### config.mk
export PLATFORM = sky130hd
export DESIGN_NAME = uart_rx_deser_flat
export DESIGN_NICKNAME = d
export VERILOG_FILES = /design/src/rtl/uart_pkg.sv /design/src/rtl/uart_rx_deser_if.sv /design/src/rtl/uart_rx_sync.sv /design/src/rtl/uart_rx_deser.sv /design/src/flat_wrapper.sv
export SDC_FILE = /design/constraint.sdc
export NUM_CORES = 1
export LEC_CHECK = 0
export BUFFER_PORTS_ARGS = -buffer_cell sky130_fd_sc_hd__buf_2
export CAP_MARGIN = 10
export CORE_UTILIZATION = 26
export CTS_CLUSTER_SIZE = 16
export DETAILED_ROUTE_END_ITERATION = 8
export GPL_TIMING_DRIVEN = 1
export SETUP_SLACK_MARGIN = 0.15
export SYNTH_ARGS = -nofsm -noshare
export SYNTH_HDL_FRONTEND = slang
export SYNTH_HIERARCHICAL = 1
export SYNTH_SLANG_ARGS = --single-unit
### constraint.sdc
create_clock -name iCLK -period 2.9 [get_ports iCLK]
set_input_delay 0.435 -clock iCLK [delete_from_list [all_inputs] [get_ports iCLK]]
set_output_delay 0.435 -clock iCLK [all_outputs]
set_load 0.02 [all_outputs]
### src/rtl/uart_pkg.sv
// uart_pkg: definitions shared by the UART receive path.
//   - 4-bit state encodings. The command interpreter uses the same encoding style.
//   - Default OVERSAMPLE / DATA_BITS values.
//   - ASCII constants used by the downstream command interpreter.
//   - A parity helper function.
// The PARITY encoding is always defined. Only builds with UART_RX_PARITY_EN
// defined ever reach that state.
package uart_pkg;

    localparam int OVERSAMPLE_DEF = 16;
    localparam int DATA_BITS_DEF  = 8;

    localparam logic [3:0] ST_IDLE_C      = 4'd0;
    localparam logic [3:0] ST_START_C     = 4'd1;
    localparam logic [3:0] ST_DATA_C      = 4'd2;
    localparam logic [3:0] ST_PARITY_C    = 4'd3;
    localparam logic [3:0] ST_STOP_C      = 4'd4;
    localparam logic [3:0] ST_WAIT_HIGH_C = 4'd5;

    typedef enum logic [3:0] {
        RX_IDLE      = ST_IDLE_C,
        RX_START     = ST_START_C,
        RX_DATA      = ST_DATA_C,
        RX_PARITY    = ST_PARITY_C,
        RX_STOP      = ST_STOP_C,
        RX_WAIT_HIGH = ST_WAIT_HIGH_C
    } rx_state_e;

    localparam logic [7:0] ASCII_W     = 8'h77;
    localparam logic [7:0] ASCII_R     = 8'h72;
    localparam logic [7:0] ASCII_SPACE = 8'h20;
    localparam logic [7:0] ASCII_CR    = 8'h0D;

    // Returns 1 when the vector holds an odd number of ones.
    // Callers zero-extend narrower vectors.
    function automatic logic parity_odd(input logic [31:0] v);
        return ^v;
    endfunction

endpackage

### src/rtl/uart_rx_deser_if.sv
// uart_rx_deser_if: groups the serial-side inputs and byte-side outputs of
// uart_rx_deser.
//   master: the environment. It drives the line, the tick and the enable,
//           and receives the byte, strobe, frame error and busy flag.
//   slave : the deserializer itself.
interface uart_rx_deser_if import uart_pkg::*; #(
    parameter int DATA_BITS = DATA_BITS_DEF
);
    logic                 iUART_RX;
    logic                 iUART_RX_TICK;
    logic                 iUART_RX_EN;
    logic [DATA_BITS-1:0] oSER2PAR;
    logic                 oUART_RX_STOP;
    logic                 oFRAME_ERR;
    logic                 oRX_BUSY;

    modport master (
        output iUART_RX, iUART_RX_TICK, iUART_RX_EN,
        input  oSER2PAR, oUART_RX_STOP, oFRAME_ERR, oRX_BUSY
    );

    modport slave (
        input  iUART_RX, iUART_RX_TICK, iUART_RX_EN,
        output oSER2PAR, oUART_RX_STOP, oFRAME_ERR, oRX_BUSY
    );
endinterface

### src/rtl/uart_rx_sync.sv
// uart_rx_sync: two-flop synchronizer for one asynchronous input.
// Both flops reset to 1, so an idle-high line never shows a false low edge
// when reset is released.
// Ports:
//   iCLK    destination clock
//   iRESET  asynchronous, active-high reset
//   async_i asynchronous input
//   sync_o  synchronized output, two iCLK cycles of latency
module uart_rx_sync (
    input  logic iCLK,
    input  logic iRESET,
    input  logic async_i,
    output logic sync_o
);
    logic meta_d, meta_q;
    logic sync_d, sync_q;

    // Next-state values for the two synchronizer stages.
    always_comb begin
        meta_d = async_i;
        sync_d = meta_q;
    end

    // Synchronizer stages. Both reset to the idle-high level.
    always_ff @(posedge iCLK or posedge iRESET) begin
        if (iRESET) begin
            meta_q <= 1'b1;
            sync_q <= 1'b1;
        end else begin
            meta_q <= meta_d;
            sync_q <= sync_d;
        end
    end

    assign sync_o = sync_q;
endmodule

### src/rtl/uart_rx_deser.sv
// uart_rx_deser: oversampling UART receive deserializer.
// The serial line is sampled on baud ticks (OVERSAMPLE ticks per bit). The
// block checks the start and stop bits and assembles LSB-first data.
//   - A good frame: the byte goes to oSER2PAR with a one-cycle oUART_RX_STOP.
//   - A bad frame:  a one-cycle oFRAME_ERR pulse, and oSER2PAR is left as is.
// Optional macro UART_RX_PARITY_EN: adds an even-parity bit between the data
// and the stop bit.
// Ports:
//   iCLK, iRESET     system clock and asynchronous active-high reset
//   rx_if (slave):
//     iUART_RX       serial line
//     iUART_RX_TICK  oversample tick
//     iUART_RX_EN    receiver enable
//     oSER2PAR       last good byte
//     oUART_RX_STOP  byte strobe
//     oFRAME_ERR     frame error pulse
//     oRX_BUSY       high whenever the receiver is not idle
module uart_rx_deser import uart_pkg::*; #(
    parameter int OVERSAMPLE = OVERSAMPLE_DEF,
    parameter int DATA_BITS  = DATA_BITS_DEF
) (
    input  logic            iCLK,
    input  logic            iRESET,
    uart_rx_deser_if.slave  rx_if
);
    localparam int TICK_W = $clog2(OVERSAMPLE);
    localparam int BIT_W  = $clog2(DATA_BITS);

    localparam logic [TICK_W-1:0] TICK_ZERO = TICK_W'(0);
    localparam logic [TICK_W-1:0] TICK_ONE  = TICK_W'(1);
    localparam logic [TICK_W-1:0] TICK_MID  = TICK_W'(OVERSAMPLE / 2 - 1);
    localparam logic [TICK_W-1:0] TICK_LAST = TICK_W'(OVERSAMPLE - 1);
    localparam logic [BIT_W-1:0]  BIT_ZERO  = BIT_W'(0);
    localparam logic [BIT_W-1:0]  BIT_ONE   = BIT_W'(1);
    localparam logic [BIT_W-1:0]  BIT_LAST  = BIT_W'(DATA_BITS - 1);

    logic rx_s;

    rx_state_e            state_d, state_q;
    logic [TICK_W-1:0]    tick_cnt_d, tick_cnt_q;
    logic [BIT_W-1:0]     bit_cnt_d, bit_cnt_q;
    logic [DATA_BITS-1:0] shift_d, shift_q;
    logic [DATA_BITS-1:0] data_d, data_q;
    logic                 strobe_d, strobe_q;
    logic                 ferr_d, ferr_q;
    logic                 busy_d, busy_q;
`ifdef UART_RX_PARITY_EN
    logic                 par_err_d, par_err_q;
`endif

    uart_rx_sync u_sync (
        .iCLK    (iCLK),
        .iRESET  (iRESET),
        .async_i (rx_if.iUART_RX),
        .sync_o  (rx_s)
    );

    // Next-state logic: framing FSM, counters, shift register and output pulses.
    always_comb begin
        state_d    = state_q;
        tick_cnt_d = tick_cnt_q;
        bit_cnt_d  = bit_cnt_q;
        shift_d    = shift_q;
        data_d     = data_q;
        strobe_d   = 1'b0;
        ferr_d     = 1'b0;
`ifdef UART_RX_PARITY_EN
        par_err_d  = par_err_q;
`endif
        if (!rx_if.iUART_RX_EN) begin
            // Disabling the receiver abandons any frame in progress.
            // The last good byte on oSER2PAR is kept.
            state_d    = RX_IDLE;
            tick_cnt_d = TICK_ZERO;
            bit_cnt_d  = BIT_ZERO;
            shift_d    = '0;
`ifdef UART_RX_PARITY_EN
            par_err_d  = 1'b0;
`endif
        end else if (rx_if.iUART_RX_TICK) begin
            case (state_q)
                RX_IDLE: begin
                    if (!rx_s) begin
                        state_d    = RX_START;
                        tick_cnt_d = TICK_ZERO;
`ifdef UART_RX_PARITY_EN
                        par_err_d  = 1'b0;
`endif
                    end else begin
                        state_d = RX_IDLE;
                    end
                end
                RX_START: begin
                    // Check again at mid start bit. A line that has gone back
                    // high by then was only a glitch.
                    if (tick_cnt_q == TICK_MID) begin
                        tick_cnt_d = TICK_ZERO;
                        bit_cnt_d  = BIT_ZERO;
                        if (!rx_s) begin
                            state_d = RX_DATA;
                        end else begin
                            state_d = RX_IDLE;
                        end
                    end else begin
                        tick_cnt_d = tick_cnt_q + TICK_ONE;
                    end
                end
                RX_DATA: begin
                    if (tick_cnt_q == TICK_LAST) begin
                        // LSB first: each new bit enters at the MSB, and
                        // earlier bits move down toward bit 0.
                        shift_d    = {rx_s, shift_q[DATA_BITS-1:1]};
                        tick_cnt_d = TICK_ZERO;
                        if (bit_cnt_q == BIT_LAST) begin
                            bit_cnt_d = BIT_ZERO;
`ifdef UART_RX_PARITY_EN
                            state_d   = RX_PARITY;
`else
                            state_d   = RX_STOP;
`endif
                        end else begin
                            bit_cnt_d = bit_cnt_q + BIT_ONE;
                        end
                    end else begin
                        tick_cnt_d = tick_cnt_q + TICK_ONE;
                    end
                end
`ifdef UART_RX_PARITY_EN
                RX_PARITY: begin
                    if (tick_cnt_q == TICK_LAST) begin
                        // Even parity: the data bits plus the parity bit must
                        // contain an even number of ones.
                        par_err_d  = parity_odd(32'(shift_q)) ^ rx_s;
                        tick_cnt_d = TICK_ZERO;
                        state_d    = RX_STOP;
                    end else begin
                        tick_cnt_d = tick_cnt_q + TICK_ONE;
                    end
                end
`endif
                RX_STOP: begin
                    if (tick_cnt_q == TICK_LAST) begin
                        tick_cnt_d = TICK_ZERO;
                        if (rx_s) begin
                            state_d = RX_IDLE;
`ifdef UART_RX_PARITY_EN
                            if (par_err_q) begin
                                ferr_d = 1'b1;
                            end else begin
                                data_d   = shift_q;
                                strobe_d = 1'b1;
                            end
`else
                            data_d   = shift_q;
                            strobe_d = 1'b1;
`endif
                        end else begin
                            // A low stop bit may be the start of a break.
                            // Wait for the line to go high before accepting
                            // another start bit.
                            ferr_d  = 1'b1;
                            state_d = RX_WAIT_HIGH;
                        end
                    end else begin
                        tick_cnt_d = tick_cnt_q + TICK_ONE;
                    end
                end
                RX_WAIT_HIGH: begin
                    if (rx_s) begin
                        state_d = RX_IDLE;
                    end else begin
                        state_d = RX_WAIT_HIGH;
                    end
                end
                default: begin
                    state_d    = RX_IDLE;
                    tick_cnt_d = TICK_ZERO;
                    bit_cnt_d  = BIT_ZERO;
                end
            endcase
        end else begin
            state_d = state_q;
        end
        // Registered here so that oRX_BUSY tracks the state register exactly.
        busy_d = (state_d != RX_IDLE);
    end

    // State and output registers.
    always_ff @(posedge iCLK or posedge iRESET) begin
        if (iRESET) begin
            state_q    <= RX_IDLE;
            tick_cnt_q <= TICK_ZERO;
            bit_cnt_q  <= BIT_ZERO;
            shift_q    <= '0;
            data_q     <= '0;
            strobe_q   <= 1'b0;
            ferr_q     <= 1'b0;
            busy_q     <= 1'b0;
`ifdef UART_RX_PARITY_EN
            par_err_q  <= 1'b0;
`endif
        end else begin
            state_q    <= state_d;
            tick_cnt_q <= tick_cnt_d;
            bit_cnt_q  <= bit_cnt_d;
            shift_q    <= shift_d;
            data_q     <= data_d;
            strobe_q   <= strobe_d;
            ferr_q     <= ferr_d;
            busy_q     <= busy_d;
`ifdef UART_RX_PARITY_EN
            par_err_q  <= par_err_d;
`endif
        end
    end

    assign rx_if.oSER2PAR      = data_q;
    assign rx_if.oUART_RX_STOP = strobe_q;
    assign rx_if.oFRAME_ERR    = ferr_q;
    assign rx_if.oRX_BUSY      = busy_q;
endmodule

### src/flat_wrapper.sv
// flat-port wrapper written by rule: the top's interface ports become plain ports
module uart_rx_deser_flat import uart_pkg::*;
#(
    parameter int OVERSAMPLE = OVERSAMPLE_DEF,
    parameter int DATA_BITS  = DATA_BITS_DEF
)
  (iCLK, iRESET, rx_if_iUART_RX, rx_if_iUART_RX_TICK, rx_if_iUART_RX_EN, rx_if_oSER2PAR, rx_if_oUART_RX_STOP, rx_if_oFRAME_ERR, rx_if_oRX_BUSY);
  uart_rx_deser_if #(.DATA_BITS(DATA_BITS)) rx_if_i ();
  input  logic iCLK;
  input  logic iRESET;
  input wire logic [$bits(rx_if_i.iUART_RX)-1:0] rx_if_iUART_RX;
  input wire logic [$bits(rx_if_i.iUART_RX_TICK)-1:0] rx_if_iUART_RX_TICK;
  input wire logic [$bits(rx_if_i.iUART_RX_EN)-1:0] rx_if_iUART_RX_EN;
  output wire logic [$bits(rx_if_i.oSER2PAR)-1:0] rx_if_oSER2PAR;
  output wire logic [$bits(rx_if_i.oUART_RX_STOP)-1:0] rx_if_oUART_RX_STOP;
  output wire logic [$bits(rx_if_i.oFRAME_ERR)-1:0] rx_if_oFRAME_ERR;
  output wire logic [$bits(rx_if_i.oRX_BUSY)-1:0] rx_if_oRX_BUSY;
  assign rx_if_i.iUART_RX = rx_if_iUART_RX;
  assign rx_if_i.iUART_RX_TICK = rx_if_iUART_RX_TICK;
  assign rx_if_i.iUART_RX_EN = rx_if_iUART_RX_EN;
  assign rx_if_oSER2PAR = rx_if_i.oSER2PAR;
  assign rx_if_oUART_RX_STOP = rx_if_i.oUART_RX_STOP;
  assign rx_if_oFRAME_ERR = rx_if_i.oFRAME_ERR;
  assign rx_if_oRX_BUSY = rx_if_i.oRX_BUSY;
  uart_rx_deser #(.OVERSAMPLE(OVERSAMPLE), .DATA_BITS(DATA_BITS)) u_core (.iCLK(iCLK), .iRESET(iRESET), .rx_if(rx_if_i));
endmodule
After elaboration in Yosys (flattened, before gate mapping) --
Index checks and enable logic that the tools add are counted.
Word-level totals: output and inout port bits 11, logic and storage cells 71, bits in registers 32
Cells by class: add/subtract/negate cells 2, muxes and demuxes 36, reduce and logical (&&, ||, !) cells 8, eq/ne operators 15
Operators by type and width (number):
- 4-bit two-way mux | 11
- 8-bit two-way mux | 4
- 4-bit one-hot mux with 5 select lines | 1
- 3-bit two-way mux | 6
- 4-bit one-hot mux with 4 select lines | 1
- 4-bit by 3-bit == test with 1-bit output, second input constant | 3
- 1-bit two-way mux | 11
- 3-bit one-hot mux with 3 select lines | 1
- 2-bit inequality test, second input constant | 3
- 3-bit by 2-bit inequality test with 1-bit output, second input constant | 2
- 3-bit AND reduction | 2
- 5-bit AND reduction | 1
- 4-bit by 1-bit adder with 4-bit output, second input constant | 1
- 4-bit by 1-bit == test with 1-bit output, second input constant | 1
- 4-bit by 2-bit == test with 1-bit output, second input constant | 1
- 4-bit == test, second input constant | 1
- 4-bit logical NOT | 1
- 2-bit by 1-bit inequality test with 1-bit output, second input constant | 2
- 4-bit AND reduction | 1
- 4-bit nonzero test | 1
- 3-bit by 1-bit adder with 3-bit output, second input constant | 1
- 3-bit == test, second input constant | 1
- 3-bit inequality test, second input constant | 1
- 3-bit OR reduction | 1
- 2 further kinds | 2

Longest topological paths before layout --
Gate-level depths: netlist (run 1).
depth after elaboration 7, depth in mapped cells 6

Modules after synthesis --
The synthesis (run 1) kept the hierarchy.
Modules (own cells, without submodules):
- uart_rx_deser | cells an instance 139, area an instance 1490.2 um^2, seq. area each 750.7 um^2, instances 1
- uart_rx_sync | cells an instance 3, area an instance 56.3 um^2, seq. area each 52.6 um^2, instances 1

Worst setup path after synthesis (run 1) --
OpenSTA, ideal clock, no wires.
path type register to register, from reg u_core.tick_cnt_q[0], to reg u_core.busy_q, in the netlist u_core/rx_if.oRX_BUSY, setup time 139 ps, data required time 2761 ps, cell stages (with the launch flop) 7, data arrival time 1650 ps, path slack 1112 ps, cells stage by stage dfrtp_1 ha_1 and3_1 nand3_1 a21oi_1 a31o_2 or4_1
Between the ends: cells in the longest elaborated chain, start to end 6
Ends and longest elaborated chain:
- start: declaration | RTL line uart_rx_deser.sv:40 | logic [TICK_W-1:0] tick_cnt_d, tick_cnt_q;
- start signal: assignment | RTL line uart_rx_deser.sv:204 | tick_cnt_q <= tick_cnt_d;
- 4-bit == test or 4-bit by 3-bit == test with 1-bit output (tied branches) | RTL line uart_rx_deser.sv:109, uart_rx_deser.sv:142, uart_rx_deser.sv:96
- 4-bit two-way mux (on tied branches) | RTL line uart_rx_deser.sv:142, uart_rx_deser.sv:96, uart_rx_deser.sv:109
- 4-bit one-hot mux with 5 select lines (*) | RTL line uart_rx_deser.sv:81 | case (state_q)
- 4-bit two-way mux (*) | RTL line uart_rx_deser.sv:80 | end else if (rx_if.iUART_RX_TICK) begin
- 4-bit two-way mux (*) | RTL line uart_rx_deser.sv:70 | if (!rx_if.iUART_RX_EN) begin
- named net u_core.state_d[2] | RTL line uart_rx_deser.sv:39 | rx_state_e state_d, state_q;
- 4-bit nonzero test (*) | RTL line uart_rx_deser.sv:185 | busy_d = (state_d != RX_IDLE);
- named net u_core.busy_d | RTL line uart_rx_deser.sv:46 | logic busy_d, busy_q;
- end signal: assignment | RTL line uart_rx_deser.sv:210 | busy_q <= busy_d;
- end: declaration | RTL line uart_rx_deser.sv:46
The timed path passes the listed nets; every way through them passes the cells marked *. A chain may end at the register's enable or synchronous reset.

Worst setup path after layout (run 1) --
from reg u_core.state_q[0], to reg u_core.busy_q, in the netlist u_core/rx_if.oRX_BUSY
Between the ends: cells in the longest elaborated chain, start to end 6
Ends and longest elaborated chain:
- start: declaration | RTL line uart_rx_deser.sv:39
- start signal: assignment | RTL line uart_rx_deser.sv:203 | state_q <= state_d;
- 4-bit two-way mux | RTL line uart_rx_deser.sv:114 | if (bit_cnt_q == BIT_LAST) begin
- 4-bit two-way mux | RTL line uart_rx_deser.sv:109 | if (tick_cnt_q == TICK_LAST) begin
- 4-bit one-hot mux with 5 select lines | RTL line uart_rx_deser.sv:81
- 4-bit two-way mux (*) | RTL line uart_rx_deser.sv:80
- 4-bit two-way mux (*) | RTL line uart_rx_deser.sv:70
- named net u_core.state_d[0] | RTL line uart_rx_deser.sv:39
- 4-bit nonzero test (*) | RTL line uart_rx_deser.sv:185
- named net u_core.busy_d | RTL line uart_rx_deser.sv:46
Marks and branches as above.

==> impl_metrics.csv, run 1 <==
group,metric,value,unit
outcome,status,"completed",
pwr,swShare,20.9,%
sta,slew_violations,0,
clock_tree,clockBufferDepth,2,
final_layout,drive_above_1_share,23.8,%
setup_path,path_class,"flop to flop",
sta,slew_headroom,60.3,%
placement,gp_congestion,0.890,
setup_path,worstSetupStartpoint,"u_core/state_q[0]$_DFF_PP0_",
pwr,ir_drop,0.210,mV
routing,drt-met1-wl,1470,µm
setup_path,ff2ff_path_depth,5,
final_layout,fillers,596,
pwr,p_sw,0.000190,W
floorplan,num_rows,27,
synth,seq_area_frac_synth,51.9,%
clock_tree,cts_root_buf,"clkbuf_8",
sta,timing_worst_slew_pin_value,587,ps
setup_path,critical_path.endpoint,"u_core/rx_if.oRX_BUSY$_DFF_PP0_",
clock_tree,cts.sinks,32,
global_routing,grt_max_degree,31,
setup_path,reg2reg_from,"u_core/state_q[0]$_DFF_PP0_",
placement,hpwl,1990,µm
sta,finalSetupTns,0,ps
global_routing,grtUsageTotal,10.4,%
sta,rsz0062_at_grt,"no",
placement,dp.cells,224,
routing,wl_met3,148,µm
clock_tree,hold_buffers,0,
placement,io_buffers,15,
final_layout,seq_area,803,µm²
floorplan,io-pin-count,16,
pwr,power.internal,0.000720,W
min_path,hold_path.class,"primary input to asynchronous set/reset pin",
clock_tree,insertion_delay,280,ps
routing,dr.max_layer_used,"met4",
pwr,pwr-share-comb,4.4,%
setup_path,r2r_setup_slack,920,ps
sta,fin_skew,7.80,ps
setup_path,crit_path_start_kind,"flop",
synth,synth_top_area_share,48.5,%
pwr,clkPwrFrac,45.4,%
routing,wl_per_cell,12.2,µm
floorplan,start_util,27.6,%
synth,synthesis.area,0.00155,mm²
routing,drt_pass1_iterations,4,
setup_path,critPathArrivalTime,2120,ps
floorplan,coreArea,0.00561,mm²
synth,syn-num-nets,150,
final_layout,fin_nets,167,
final_layout,multi_input_comb_area,694,µm²
clock_tree,cts-resized-gates,0,
pwr,power_density,508,mW/mm²
pwr,leakage,0.824,nW
synth,yosysWarnings,6,
job,drv_cap,0,
routing,drtIter0Drc,39,
sta,hold_viol_final,0,
synth,synth_top_cell_by_area,"dfrtp_1",
routing,drc,0,
synth,avgSynthCellArea,10.9,µm²
global_routing,grt_pass1_wl,5000,µm
sta,fmax,0.505,GHz
clock_tree,post_cts_buffers,0,
synth,ys_types,39,
sta,setup_viol,0,
clock_tree,path_clk_slew,60,ps
routing,wirelength,2830,µm
floorplan,fp.dieH,79.1,µm
setup_path,crit_path_max_fanout,9,
global_routing,antenna_found_initial,0,
global_routing,grt_overflow,0,
global_routing,grt_pass1_vias,1075,
clock_tree,h-tree-depth,2,
floorplan,die_w,79.1,µm
routing,ant_nets,0,
clock_tree,cts_inserted_buffers,5,
routing,via_per_inst,4.65,
setup_path,worstSetupEndpointType,"flop",
floorplan,dieArea,0.00626,mm²
setup_path,worstPathRequired,3040,ps
setup_path,reg2reg_to,"u_core/rx_if.oRX_BUSY$_DFF_PP0_",
sta,timing.final.crit_share,68.3,%
synth,ys_seq_elements,32,
pwr,seq_power_share,50.2,%
routing,vias,1079,
final_layout,area_growth,15.9,%
final_layout,antennaDiodeCount,0,
sta,layout_min_cycle_time,1980,ps
routing,routed-wl-met2,1180,µm
clock_tree,cts_tree,"done",
final_layout,finalNonFillerCells,232,
synth,syn_inst,142,
synth,yosys-top-cells-area,"dfrtp_1, mux2_2, mux2i_1, nor2b_1, dfstp_2",
-- sequential cells by signal (all words and copies together), names as in the netlist --
| register | count |
|---|---|
| u_core/bit_cnt_q | 3 |
| u_core/rx_if.oFRAME_ERR | 1 |
| u_core/rx_if.oRX_BUSY | 1 |
| u_core/rx_if.oSER2PAR | 8 |
| u_core/rx_if.oUART_RX_STOP | 1 |
| u_core/shift_q | 8 |
| u_core/state_q | 4 |
| u_core/tick_cnt_q | 4 |
| u_core/u_sync/meta_q | 1 |
| u_core/u_sync/sync_o | 1 |
-- cell usage in the layout (no fill, tap or decap), drive strengths merged, types with 2 or more instances in the layout --
master  count
dfstp       2
ha          3
mux2i       8
buf        16
nand2      12
inv         4
clkbuf      6
nor4        2
mux2        9
o31ai       2
nor3b       3
nor2        4
a21oi       5
or4         3
nor2b      12
and3        2
or4b        2
o21ai       9
nand3       9
dfrtp      30
-- area by class of cell --
| cell class | count | area share (%) |
|---|---|---|
| flip-flops and latches | 32 | 44.8 |
| multi-input cells | 100 | 38.7 |
| well taps | 72 | 5.02 |
| repair buffers | 16 | 4.61 |
| clock buffers | 6 | 4.05 |
| clock inverters | 2 | 1.95 |
| inverters | 4 | 0.837 |
-- through the flow --
stage / power, W / area (µm²) / hold slack (ps) / setup WS [ps] / util, %
after floorplan: 0.000494 / 1550 / 345 / 1110 / -
after global placement: 0.000506 / 1690 / 346 / 929 / 30.1
after detailed placement: 0.000506 / 1690 / 348 / 960 / 30.1
after CTS: 0.000928 / 1790 / 173 / 931 / 32.0
after global routing: 0.000948 / 1790 / 200 / 746 / 32.0
final: 0.000910 / 1790 / 181 / 921 / 32.0
-- power groups by stage --
stage                     Clock (W)  Sequential [W]  Combinational, W
after floorplan                   0        0.000464         0.0000300
after CTS                  0.000430        0.000457         0.0000408
after global routing       0.000444        0.000457         0.0000462
final                      0.000413        0.000457         0.0000397
after detailed placement          0        0.000465         0.0000406
after global placement            0        0.000465         0.0000410
-- worst max-delay path, stage by stage, from the launching register on --
cell and delay (ps):
dfrtp_1 470, nor2b_1 330, nor3b_1 330, o31a_1 180, nor3b_1 50, or4_1 480
-- cell usage after synthesis (all sizes together) --
library cell  number
dfstp              2
and2               1
or2                1
nand2b             1
mux2i              8
nor3b              3
nor2               4
dfrtp             30
nand2             12
a21oi              5
or4b               2
o21bai             1
and3               2
ha                 3
o311ai             1
nor3               1
nor2b             12
o31ai              2
o31a               1
clkbuf             2
nor4               2
o41ai              1
xor2               1
inv                4
a211oi             1
buf                4
o21ai              9
mux2               9
a31o               1
or3b               1
or4                3
a31oi              1
nand3              9
nor4b              1
a21boi             1
-- cell families (layout without fill, tap and decap cells) --
kind of cell	Yosys count	in the layout	synth area share, %
fa+ha+maj	3	3	2.43
buf+inv	10	28	3.15
xor+xnor	1	1	0.566
compound gates	24	24	9.63
flops	32	32	51.9
mux	17	17	11.7
simple gates	55	55	20.5
-- how the worst min path moves through the flow --
stage                                   start                             end  slack (ps)  cells past startpoint
2_1_floorplan                          iRESET  u_core/u_sync/meta_q$_DFF_PP1_         350                      1
3_3_place_gp   u_core/u_sync/meta_q$_DFF_PP1_  u_core/u_sync/sync_o$_DFF_PP1_         350                      0
3_5_place_dp   u_core/u_sync/meta_q$_DFF_PP1_  u_core/u_sync/sync_o$_DFF_PP1_         350                      0
4_1_cts                                iRESET  u_core/u_sync/meta_q$_DFF_PP1_         170                      2
5_1_grt                                iRESET  u_core/u_sync/meta_q$_DFF_PP1_         200                      2
6_report                               iRESET  u_core/u_sync/meta_q$_DFF_PP1_         180                      2
-- routing by layer --
layer  vias to the layer above  GRT usage (%)
met5                         -              0
met4                         0           4.18
met3                         4           3.33
met2                        29           15.2
met1                       502           14.0
li1                        544              -
No activity file was read; power rests on OpenSTA's default activity.
==> run 2: changes to the inputs <==
==> constraint.sdc (replaced) <==
create_clock -name iCLK -period 2 [get_ports iCLK]
set_input_delay 0.3 -clock iCLK [delete_from_list [all_inputs] [get_ports iCLK]]
set_output_delay 0.3 -clock iCLK [all_outputs]
set_load 0.02 [all_outputs]
==> impl_metrics.csv, run 2 (synthesis results as in run 1) <==
group,metric,value,unit
outcome,status,"completed",
setup_path,path_class,"flop to flop",
final_layout,final_cell_mix,"dfrtp_1, buf_2, nand2_1, nor2b_1, mux2_2",
floorplan,start_util,27.6,%
floorplan,die_w,79.1,µm
routing,drt_pass1_iterations,4,
global_routing,grtUsageTotal,10.5,%
placement,postPlaceCellArea,0.00173,mm²
sta,hold_viol_final,0,
sta,fin_skew,13.2,ps
global_routing,grt_overflow,0,
final_layout,drive_above_1_share,36.3,%
clock_tree,path_clk_slew,70,ps
sta,fmax,0.529,GHz
placement,gp_congestion,0.917,
routing,drtIter0Drc,58,
final_layout,fillers,604,
placement,preCtsSetupSlack,102,ps
routing,wirelength,3060,µm
final_layout,area_growth,23.1,%
global_routing,grt_pass1_vias,1160,
floorplan,coreArea,0.00561,mm²
sta,finalWorstSetupSlack,111,ps
routing,drc,0,
global_routing,antenna_found_initial,0,
sta,timing.final.crit_share,94.5,%
clock_tree,cts.sinks,32,
clock_tree,insertion_delay,280,ps
clock_tree,cts_tree,"done",
sta,layout_min_cycle_time,1890,ps
setup_path,worstPathRequired,2210,ps
sta,slew_headroom,60.8,%
sta,setup_viol,0,
setup_path,worstSetupEndpointType,"flop",
routing,ant_nets,0,
routing,wl_per_cell,12.7,µm
sta,worst_hold_slack,41.3,ps
floorplan,num_rows,27,
floorplan,fp.dieH,79.1,µm
sta,rsz0062_at_grt,"yes",
routing,vias,1145,
routing,via_per_inst,4.77,
setup_path,crit_path_max_fanout,7,
final_layout,final_util,34.0,%
sta,finalSetupTns,0,ps
pwr,leakage,0.856,nW
setup_path,crit_path_start_kind,"flop",
floorplan,io-pin-count,16,
placement,hpwl,2090,µm
sta,slew_violations,0,
final_layout,mostFrequentLayoutCell,"dfrtp_1",
floorplan,dieArea,0.00626,mm²
min_path,hold_path.class,"primary input to asynchronous set/reset pin",
clock_tree,cts_root_buf,"clkbuf_8",
placement,io_buffers,15,
global_routing,grt_pass1_wl,5150,µm
final_layout,fin_area,0.00190,mm²
global_routing,grt_max_degree,31,
job,drv_cap,0,
clock_tree,cts_inserted_buffers,5,
pwr,ir_drop,0.383,mV
final_layout,seq_area,808,µm²
final_layout,multi_input_comb_area,748,µm²
final_layout,fin_nets,175,
final_layout,antennaDiodeCount,0,
setup_path,critPathArrivalTime,2100,ps
pwr,power_density,636,mW/mm²
clock_tree,h-tree-depth,2,
sta,timing_worst_slew_pin_value,580,ps
clock_tree,clockBufferDepth,2,
-- run 2: cell count changes in the layout (fill, tap and decap cells not counted), moves of 2 or more --
cell     before  now
nor2b_1      12   10
nor2b_2       0    2
dfrtp_1      30   26
buf_4         1    8
dfrtp_2       0    4
-- run 2: repair_timing --
item / 4_1_cts / 5_1_grt
resized for setup: 7 / 9
hold buffers: 0 / 0
setup buffers: 4 / 0
pin swaps: 3 / 0
setup endpoints to repair: 5 / 14
-- run 2: area by class of cell --
class	instances	share of cell area, %
repair buffers	24	8.15
clock inverters	3	0.986
inverters	4	0.788
multi-input cells	100	39.3
flip-flops and latches	32	42.4
clock buffers	5	3.61
well taps	72	4.73
-- run 2: report_power, final --
group | internal, W | total, W | switching (W)
combinational | 0.0000248 | 0.0000649 | 0.0000401
clock | 0.000242 | 0.000483 | 0.000241
sequential | 0.000656 | 0.000663 | 0.00000798
-- run 2: critical path: stages (launching register included) --
cell and delay, ps:
dfrtp_2 450, or4b_4 550, nor2_4 100, a211oi_2 50
or4_4 540, o21ai_1 140
-- run 2: path summary, 6_finish.rpt --
path,from,to,slack (ps),cells past startpoint
worst min register to register,u_core/u_sync/meta_q$_DFF_PP1_,u_core/u_sync/sync_o$_DFF_PP1_,360,0
worst max-delay path,u_core/state_q[0]$_DFF_PP0_,u_core/tick_cnt_q[0]$_DFFE_PP0P_,110,5
worst max register to register,u_core/state_q[0]$_DFF_PP0_,u_core/tick_cnt_q[0]$_DFFE_PP0P_,110,5
max in group asynchronous,iRESET,u_core/tick_cnt_q[3]$_DFFE_PP0P_,1610,3
min in group iCLK,rx_if_iUART_RX,u_core/u_sync/meta_q$_DFF_PP1_,120,1
worst min-delay path,iRESET,u_core/u_sync/sync_o$_DFF_PP1_,40,2
-- run 2: per-layer routing --
metal	routed length [µm]	global-route usage (%)
met4	38	3.64
met5	0	0
met1	1490	13.6
met3	147	3.79
met2	1380	16.2
-- run 2: metrics by stage --
stage / total power (W) / std cells
2_1_floorplan: 0.000716 / 142
3_3_place_gp: 0.000735 / 228
3_5_place_dp: 0.000735 / 228
4_1_cts: 0.00123 / 240
5_1_grt: 0.00127 / 240
6_report: 0.00121 / 240
==> run 3: changes to the inputs <==
--- a/config.mk
+++ b/config.mk
@@ -11,8 +11,9 @@
 export CTS_CLUSTER_SIZE = 16
 export DETAILED_ROUTE_END_ITERATION = 8
 export GPL_TIMING_DRIVEN = 1
+export PLACE_DENSITY = 0.43
 export SETUP_SLACK_MARGIN = 0.15
+export SLEW_MARGIN = 20
 export SYNTH_ARGS = -nofsm -noshare
 export SYNTH_HDL_FRONTEND = slang
-export SYNTH_HIERARCHICAL = 1
 export SYNTH_SLANG_ARGS = --single-unit
==> impl_metrics.csv, run 3 <==
group,metric,value,unit
synth,synthesis.area,0.00157,mm²
clock_tree,path_clk_slew,70,ps
clock_tree,cts.sinks,32,
routing,wirelength,3130,µm
placement,postPlaceCellArea,0.00172,mm²
synth,ys_types,47,
synth,yosysMostFrequentCell,"dfrtp_1",
setup_path,crit_chain,"or4b_4, nor2_1, nor2_1, a22o_1",
sta,fin_skew,6.49,ps
sta,hold_viol_final,0,
setup_path,path_class,"flop to flop",
synth,avgSynthCellArea,11.8,µm²
pwr,ir_drop,0.373,mV
routing,via_per_inst,4.81,
placement,io_buffers,15,
clock_tree,cts_root_buf,"clkbuf_8",
clock_tree,post_cts_buffers,0,
synth,synth-edff-count,0,
outcome,status,"completed",
global_routing,grt_pass1_wl,5650,µm
final_layout,final_cell_mix,"dfrtp_1, buf_2, nand2_1, mux2_2, a22o_1",
sta,fmax,0.579,GHz
final_layout,mostFrequentLayoutCell,"dfrtp_1",
pwr,leakage,0.916,nW
floorplan,start_util,27.8,%
synth,yosysWarnings,0,
routing,drtIter0Drc,43,
floorplan,die_w,79.6,µm
setup_path,cp_slowest_cell,"or4b_4",
sta,finalSetupTns,0,ps
floorplan,num_rows,27,
synth,synthArstFlopShare,100,%
clock_tree,cts_tree,"done",
routing,vias,1086,
clock_tree,h-tree-depth,2,
synth,syn-num-nets,141,
clock_tree,clockBufferDepth,2,
clock_tree,hold_buffers,0,
placement,preCtsSetupSlack,101,ps
placement,gp_congestion,0.753,
routing,drc,0,
synth,yosys-top-cells-area,"dfrtp_1, mux2_2, a22o_1, dfstp_2, nor4_4",
routing,wl_per_cell,13.8,µm
floorplan,io-pin-count,16,
sta,timing_worst_slew_pin_value,560,ps
setup_path,worstSetupEndpointType,"flop",
global_routing,grt_pass1_vias,1139,
synth,synth_top_area_share,47.9,%
floorplan,coreArea,0.00564,mm²
setup_path,worstPathRequired,2170,ps
clock_tree,insertion_delay,280,ps
synth,seq_area_frac_synth,51.3,%
global_routing,grtUsageTotal,11.7,%
setup_path,reg2reg_from,"u_core.state_q[2]$_DFF_PP0_",
sta,slew_headroom,62.6,%
final_layout,fin_area,0.00186,mm²
routing,drt_pass1_iterations,4,
sta,finalWorstSetupSlack,272,ps
sta,layout_min_cycle_time,1730,ps
final_layout,fin_nets,161,
sta,timing.final.crit_share,86.4,%
job,drv_cap,0,
clock_tree,cts_inserted_buffers,5,
synth,syn_inst,133,
floorplan,fp.dieH,79.6,µm
synth,ys.flop_type,"dfrtp_1",
setup_path,r2r_setup_slack,270,ps
final_layout,area_growth,19.0,%
placement,hpwl,2260,µm
min_path,hold_path.class,"primary input to asynchronous set/reset pin",
final_layout,antennaDiodeCount,0,
setup_path,crit_path_start_kind,"flop",
sta,rsz0062_at_grt,"no",
setup_path,crit_path_max_fanout,10,
global_routing,grt_max_degree,33,
synth,synth_top_cell_by_area,"dfrtp_1",
floorplan,dieArea,0.00634,mm²
setup_path,ff2ff_path_depth,4,
sta,setup_viol,0,
final_layout,drive_above_1_share,31.8,%
pwr,power_density,711,mW/mm²
global_routing,grt_overflow,0,
setup_path,reg2reg_to,"u_core.shift_q[6]$_DFFE_PP0P_",
setup_path,critical_path.most_common_cell,"nor2_1",
synth,ys_seq_elements,32,
synth,synthTopCellsByCount,"dfrtp_1, nand2_1, a22o_1, mux2_2, nor2_1",
sta,slew_violations,0,
global_routing,antenna_found_initial,0,
setup_path,critPathArrivalTime,1890,ps
routing,ant_nets,0,
setup_path,critical-path-max-stage-delay,600,ps
[run 3: final cells by class]
type | instances | area, µm²
inverter | 6 | 22.5
tap | 72 | 90.1
timing repair buffer | 19 | 105
clock buffer | 6 | 72.6
multi-input combinational | 89 | 734
sequential | 32 | 805
clock inverter | 2 | 35.0
fill | 574 | 3780
[run 3: logic make-up (layout without fill, tap and decap cells)]
logic type / count (synthesis) / after routing / share of synthesized area [%]
buffers and inverters: 12 / 33 / 3.83
muxes: 12 / 12 / 8.39
AOI/OAI and AO/OA: 31 / 31 / 16.5
adders and majority gates: 3 / 3 / 2.40
and+or+nand+nor: 41 / 41 / 16.5
xor gates and xnor gates: 2 / 2 / 1.12
DFF: 32 / 32 / 51.3
[run 3: stage by stage]
stage | total power, W | util [%] | hold slack, ps | cells
floorplan | 0.000714 | - | 304 | 133
global placement | 0.000735 | 30.6 | 348 | 218
detailed placement | 0.000735 | 30.6 | 349 | 218
CTS | 0.00135 | 32.6 | 110 | 226
global route | 0.00139 | 33.0 | 106 | 226
finish | 0.00133 | 33.0 | 99.3 | 226
[run 3: how the worst max path moves through the flow]
stage | from | to | slack [ps] | depth (start not counted)
2_1_floorplan | u_core.tick_cnt_q[0]$_DFFE_PP0P_ | u_core.rx_if.oSER2PAR[0]$_DFFE_PP0P_ | 350 | 5
3_3_place_gp | u_core.tick_cnt_q[0]$_DFFE_PP0P_ | u_core.rx_if.oSER2PAR[4]$_DFFE_PP0P_ | 210 | 5
3_5_place_dp | u_core.tick_cnt_q[0]$_DFFE_PP0P_ | u_core.rx_if.oSER2PAR[6]$_DFFE_PP0P_ | 100 | 5
4_1_cts | u_core.tick_cnt_q[0]$_DFFE_PP0P_ | u_core.rx_if.oSER2PAR[6]$_DFFE_PP0P_ | 170 | 5
5_1_grt | u_core.tick_cnt_q[0]$_DFFE_PP0P_ | u_core.rx_if.oSER2PAR[0]$_DFFE_PP0P_ | 150 | 5
6_report | u_core.state_q[2]$_DFF_PP0_ | u_core.shift_q[6]$_DFFE_PP0P_ | 270 | 4
[run 3: critical path, delay by kind of cell, from the launching register on]
family / cells / cell delay [ps]
AO/OA/AOI/OAI: 1 / 270
AND/OR/NAND/NOR: 3 / 830
flip-flops: 1 / 500
[run 3: what timing repair did]
action	4_1_cts	5_1_grt
endpoints found under the setup margin	8	16
gates resized for setup	2	4
cloned	0	0
pin swaps	1	1
[run 3: per-layer routing]
| metal | share of wire, % | track usage, % | wire [µm] | vias to the layer above |
|---|---|---|---|---|
| met1 | 47 | 15.4 | 1470 | 531 |
| met2 | 47 | 18.3 | 1480 | 26 |
| met3 | 4.4 | 3.43 | 139 | 5 |
| li1 | - | - | - | 524 |
| met5 | 0 | 0 | 0 | - |
| met4 | 1.1 | 3.82 | 33 | 0 |
[run 3: where the power goes]
group	switching, W	internal [W]	total [W]
clock	0.000233	0.000369	0.000603
sequential	0.00000870	0.000655	0.000663
combinational	0.0000405	0.0000194	0.0000599
total	0.000282	0.00104	0.00133
